## config.mk

```make
export PLATFORM = sky130hd
export DESIGN_NAME = exc_controller
export DESIGN_NICKNAME = d
export VERILOG_FILES = /design/src/rtl/exc_controller.sv
export SDC_FILE = /design/constraint.sdc
export NUM_CORES = 1
export LEC_CHECK = 0
export CAP_MARGIN = 20
export CORE_ASPECT_RATIO = 0.8
export CORE_MARGIN = 2
export CORE_UTILIZATION = 31
export CTS_CLUSTER_DIAMETER = 80
export DETAILED_ROUTE_END_ITERATION = 8
export PLACE_DENSITY = 0.95
export SYNTH_ARGS = -nofsm -noshare
export SYNTH_HDL_FRONTEND = slang
export SYNTH_SLANG_ARGS = --single-unit
export TNS_END_PERCENT = 100
```

## constraint.sdc

```tcl
create_clock -name clk -period 3.3 [get_ports clk]
set_input_delay 0.66 -clock clk [delete_from_list [all_inputs] [get_ports clk]]
set_output_delay 0.66 -clock clk [all_outputs]
set_load 0.02 [all_outputs]
```

## src/rtl/exc_controller.sv

```systemverilog
// Purpose: collects invalid-opcode, misaligned-access and external IRQ causes, prioritises them and runs the Exc/ExcAck/ERet handshake.
// Latency: synchronous causes raise Exc one cycle after sampling; ExtIRQ adds two synchronizer cycles.
// Backpressure: Exc and EStatus hold until ExcAck; later causes are ignored, and faults inside the handler become a double fault at ERET.
module exc_controller #(
    parameter int N = 64
) (
    input  logic         clk,
    input  logic         reset,
    input  logic         NotAnInstr,
    input  logic         memAccess,
    input  logic [N-1:0] DM_addr,
    input  logic         ExtIRQ,
    input  logic         ExcAck,
    input  logic         ERet,
    output logic         Exc,
    output logic [3:0]   EStatus,
    output logic         ExtIAck,
    output logic [7:0]   ExcCount
);

    typedef enum logic [1:0] {
        S_IDLE,
        S_PENDING,
        S_HANDLER
    } state_t;

    localparam logic [3:0] CODE_NONE   = 4'b0000;
    localparam logic [3:0] CODE_UNDEF  = 4'b0001;
    localparam logic [3:0] CODE_ALIGN  = 4'b0010;
    localparam logic [3:0] CODE_IRQ    = 4'b0011;
    localparam logic [3:0] CODE_DFAULT = 4'b1111;

    state_t     state_q,   state_d;
    logic [3:0] estatus_q, estatus_d;
    logic       exc_q,     exc_d;
    logic       extiack_q, extiack_d;
    logic [7:0] count_q,   count_d;
    logic       dfault_q,  dfault_d;
    logic       sync1_q,   sync1_d;
    logic       irq_s_q,   irq_s_d;

    logic       misaligned;
    logic       sync_fault;

    // Only the low three address bits matter for 8-byte alignment.
    logic       addr_unused;
    assign addr_unused = ^DM_addr[N-1:3];

    assign misaligned = memAccess & (DM_addr[2:0] != 3'b000);
    assign sync_fault = NotAnInstr | misaligned;

    // State and output registers; reset is synchronous and clears everything, including the counter.
    always_ff @(posedge clk) begin
        if (reset) begin
            state_q   <= S_IDLE;
            estatus_q <= CODE_NONE;
            exc_q     <= 1'b0;
            extiack_q <= 1'b0;
            count_q   <= 8'h00;
            dfault_q  <= 1'b0;
            sync1_q   <= 1'b0;
            irq_s_q   <= 1'b0;
        end else begin
            state_q   <= state_d;
            estatus_q <= estatus_d;
            exc_q     <= exc_d;
            extiack_q <= extiack_d;
            count_q   <= count_d;
            dfault_q  <= dfault_d;
            sync1_q   <= sync1_d;
            irq_s_q   <= irq_s_d;
        end
    end

    // Next-state logic: cause prioritisation, handshake tracking and double-fault recording.
    always_comb begin
        state_d   = state_q;
        estatus_d = estatus_q;
        exc_d     = exc_q;
        extiack_d = 1'b0;
        count_d   = count_q;
        dfault_d  = dfault_q;
        // ExtIRQ is asynchronous; irq_s is only trusted after the second flop.
        sync1_d   = ExtIRQ;
        irq_s_d   = sync1_q;

        unique case (state_q)
            S_IDLE: begin
                if (NotAnInstr) begin
                    estatus_d = CODE_UNDEF;
                    exc_d     = 1'b1;
                    state_d   = S_PENDING;
                end else if (misaligned) begin
                    estatus_d = CODE_ALIGN;
                    exc_d     = 1'b1;
                    state_d   = S_PENDING;
                end else if (irq_s_q) begin
                    estatus_d = CODE_IRQ;
                    exc_d     = 1'b1;
                    state_d   = S_PENDING;
                end
            end
            S_PENDING: begin
                // ExcAck wins over a simultaneous ERet, which is simply not looked at here.
                if (ExcAck) begin
                    exc_d     = 1'b0;
                    count_d   = (count_q == 8'hFF) ? 8'hFF : count_q + 8'd1;
                    extiack_d = (estatus_q == CODE_IRQ);
                    state_d   = S_HANDLER;
                end
            end
            S_HANDLER: begin
                if (ERet) begin
                    // A fault arriving in the ERET cycle itself is not recorded.
                    if (dfault_q) begin
                        dfault_d  = 1'b0;
                        estatus_d = CODE_DFAULT;
                        exc_d     = 1'b1;
                        state_d   = S_PENDING;
                    end else begin
                        estatus_d = CODE_NONE;
                        state_d   = S_IDLE;
                    end
                end else if (sync_fault) begin
                    dfault_d = 1'b1;
                end
            end
            default: begin
                state_d = S_IDLE;
            end
        endcase
    end

    assign Exc      = exc_q;
    assign EStatus  = estatus_q;
    assign ExtIAck  = extiack_q;
    assign ExcCount = count_q;

endmodule

```

==> metrics.md <==
| Metric | Value |
|---|---|
| Vias in the first global route | `a little under 700` |
| Largest net degree at the start of global routing | `17` |
| Detailed Place HPWL | `between 1000 and 1500 microns` |
| Synth-to-Final Area Change | `33.4%` |
| Gate count of the mapped netlist | `slightly below 90` |
| Flip-flop and latch count after synthesis | `18` |
| Via-to-Cell Ratio | `5.13` |
| Sequence of cells on the critical path | `clkdlybuf4s50_1` |
| Slew headroom | `approximately 57%` |
| Antenna cell count | `0` |
| Fmax | `484 MHz` |
| Number of distinct standard cells referenced by the synthesized netlist | `36` |
| Number of instances resized during post-cts repair | `0` |
| Drt initial violations | `25` |
| Row count | `16` |
| Initial antenna violation count | `0` |
| Final layout net count | `between 150 and 200` |
| CP Data Arrival Time | `1.41 ns` |
| Unrepaired setup endpoints after global routing | `no` |
| Post-layout util | `44.7%` |
| Global-route congestion overflow total | `0` |
| Clock Tree Root | `sky130_fd_sc_hd__clkbuf_4` |
| Power dissipated by switching net loads | `0.112 mW` |
| Port Buffers | `23` |
| Filler-free cell count of the finished design | `between 100 and 150` |
| Sum of negative setup slack | `0 ns` |
| Power Internal | `0.329 mW` |
| Fraction of layout cells with a size suffix above 1 | `10.6%` |
| Post-layout minimum cycle time | `2.07 ns` |
| Power density relative to cell area | `393 nW/um^2` |
| H-tree level count | `1` |
| Cell with the largest stage delay on the worst path | `sky130_fd_sc_hd__clkdlybuf4s50_1` |
| Maximum clock insertion buffer count | `2` |
| Required time worst endpoint | `2.64 ns` |
| Number of maximum-capacitance constraint violations | `0` |
| Post-synthesis sequential area ratio | `43.0%` |
| Number of setup violations in the final report | `0` |
| Final clock skew | `about 0.0067 ns` |
| Syn avg cell area | `~9.4 sq um` |
| Core Region | `2500 sq um` |
| Maximum vdd drop | `around 0.25 mV` |
| Global placement routability congestion | `0.738` |
| Synthesized netlist net count | `161` |
| Delay of the slowest cell on the worst path | `0.65 ns` |
| Fraction of power consumed by combinational cells | `15.9%` |
| Number of buffer and inverter stages on the critical path | `1` |
| Top cell family by delay on the critical path | `buffers and inverters` |
| Pre-CTS WS | `1.07 ns` |
| Startpoint type of the worst setup path | `flop` |
| Clock buffer count from CTS | `3` |
| Chip Width | `approximately 62 microns` |
| Placed cells | `145` |
| Wire length of the first global-routing pass | `between 2000 and 3000 microns` |
| Number of buffers added for setup after CTS | `0` |
| Overall Power | `0.440 mW` |
| Die area | `3140 sq um` |
| Critical path type | `flop to output pin` |
| Number of clock sinks | `18` |
| Final Max Tran Viols | `0` |
| Floorplan die height | `50.5 microns` |
| Slack of the critical path | `1.23 ns` |
| Routed WL | `around 1800 microns` |
| Type of element capturing the critical path | `output pin` |
| Class of the most critical hold timing path | `flop to flop` |
| Avg WL per Cell | `12.2 microns` |
| Sequential power share | `53.6%` |
| Clock transition at the registers of the reported paths | `0.10 ns` |
| Measured slew at the worst slew-check pin | `0.643 ns` |
| Leakage component of the power | `0.400 nW` |
| Net switching fraction of the power | `25.3%` |
| Number of iterations in the first detailed-routing pass | `4` |
| Part of the total power dissipated in the clock network | `30.6%` |
| Total vias in the final route | `765` |
| Maximum fanout encountered on the critical timing path | `7` |
| Total count of hold-check failures in the final report | `0` |
| Number of remaining DRC errors | `0` |
| Post-route ant nets | `0` |
| Insertion delay of the later-clocked pin in the worst-skew pair | `0.29 ns` |
| Number of hold buffers added after cts | `0` |
| Number of warnings printed during yosys synthesis | `0` |
| Global-route usage over all layers | `11.8%` |
| TritonCTS clock tree | `yes` |
| Final Cycle Share | `62.6%` |
| I/O pins | `85` |
| Initial core utilization | `33.5%` |
| Result of the run | `finished clean` |
| Post-synthesis instance area | `838 sq um` |
[power by group through the flow]
stage                     clock network, mW  registers [mW]  logic (mW)
after global routing                  0.149           0.237      0.0755
after global placement                    0           0.240      0.0672
after detailed placement                  0           0.241      0.0693
after floorplan                           0           0.247      0.0325
after CTS                             0.137           0.236      0.0700
final                                 0.135           0.236      0.0699
[kinds of logic (layout without fill, tap and decap cells)]
| family | after synthesis | in the layout | share of synthesized area [%] |
|---|---|---|---|
| buffers and inverters | 9 | 33 | 6.42 |
| DFF | 18 | 18 | 43.0 |
| muxes | 3 | 3 | 3.58 |
| AOI/OAI and AO/OA | 21 | 21 | 16.3 |
| xor gates and xnor gates | 2 | 2 | 2.09 |
| and+or+nand+nor | 35 | 35 | 27.2 |
| adders and majority gates | 1 | 1 | 1.49 |
[layout make-up]
cell class              instances  area (sq um)
clock buffers                   4          36.3
fillers                       247          1380
inverters                       6          22.5
multi-input cells              62           424
flip-flops and latches         18           360
well taps                      36          45.0
repair buffers                 23           230
[cells in the mapped netlist]
cell type / instances / area (sq um)
sky130_fd_sc_hd__nor2_1: 3 / 11.3
sky130_fd_sc_hd__a31oi_1: 2 / 12.5
sky130_fd_sc_hd__nand3_1: 2 / 10.0
sky130_fd_sc_hd__a31o_1: 1 / 8.76
sky130_fd_sc_hd__o21ai_0: 1 / 5.00
sky130_fd_sc_hd__nor3b_2: 1 / 12.5
sky130_fd_sc_hd__xnor2_1: 1 / 8.76
sky130_fd_sc_hd__nand2_1: 5 / 18.8
sky130_fd_sc_hd__nor2b_1: 3 / 18.8
sky130_fd_sc_hd__buf_4: 1 / 7.51
sky130_fd_sc_hd__and2_4: 1 / 8.76
sky130_fd_sc_hd__nor3_2: 2 / 20.0
sky130_fd_sc_hd__xor2_1: 1 / 8.76
sky130_fd_sc_hd__o211ai_1: 1 / 7.51
sky130_fd_sc_hd__nor3_1: 7 / 35.0
sky130_fd_sc_hd__and3b_1: 1 / 8.76
sky130_fd_sc_hd__buf_6: 1 / 11.3
sky130_fd_sc_hd__and3_4: 1 / 11.3
sky130_fd_sc_hd__and3_1: 2 / 12.5
sky130_fd_sc_hd__and4b_1: 1 / 10.0
sky130_fd_sc_hd__nand4_1: 1 / 6.26
sky130_fd_sc_hd__o41ai_1: 1 / 8.76
sky130_fd_sc_hd__a21oi_1: 10 / 50.1
sky130_fd_sc_hd__o31ai_2: 1 / 12.5
sky130_fd_sc_hd__dfxtp_1: 18 / 360
sky130_fd_sc_hd__dlymetal6s2s_1: 1 / 12.5
sky130_fd_sc_hd__inv_1: 6 / 22.5
sky130_fd_sc_hd__and4_1: 2 / 17.5
sky130_fd_sc_hd__ha_1: 1 / 12.5
sky130_fd_sc_hd__and2_2: 1 / 7.51
sky130_fd_sc_hd__o31ai_1: 1 / 7.51
sky130_fd_sc_hd__nor4b_1: 1 / 8.76
sky130_fd_sc_hd__o221ai_1: 1 / 8.76
sky130_fd_sc_hd__a211oi_1: 2 / 15.0
sky130_fd_sc_hd__and4_2: 1 / 10.0
sky130_fd_sc_hd__mux2i_1: 3 / 30.0
[metal layers]
layer | vias up | global-route usage (%) | share of wire (%)
li1 | 379 | - | -
met1 | 348 | 14.3 | 48
met2 | 36 | 19.2 | 44
met3 | 2 | 5.16 | 7.5
met4 | 0 | 2.96 | 0.39
met5 | - | 0 | 0
[flip-flops by register name (all words and copies together) (netlist names)]
| signal | count |
|---|---|
| ExcCount | 8 |
| EStatus | 3 |
| state_q | 2 |
| Exc | 1 |
| ExtIAck | 1 |
| dfault_q | 1 |
| irq_s_d | 1 |
| irq_s_q | 1 |
[cells in the final DEF, fill, tap and decap left out, drive strengths merged, types with 4 or more instances in the layout]
cell	count
clkdlybuf4s50	23
dfxtp	18
a21oi	10
nor3	9
inv	6
nand2	5
clkbuf	4
[final timing paths]
kind          startpoint           to  slack, ns  cells past startpoint
max          ExcCount[3]  ExcCount[3]       1.23                      1
min              irq_s_d      irq_s_q       0.45                      1
max reg2reg   state_q[0]  ExcCount[4]       1.77                      4
min reg2reg      irq_s_d      irq_s_q       0.45                      1
[per-stage QoR]
stage	area (sq um)	hold WS, ns
after floorplan	838	0.414
after global placement	1080	0.418
after detailed placement	1080	0.432
after CTS	1120	0.455
after global routing	1120	0.461
final	1120	0.447
No activity file was read; power rests on OpenSTA's default activity.
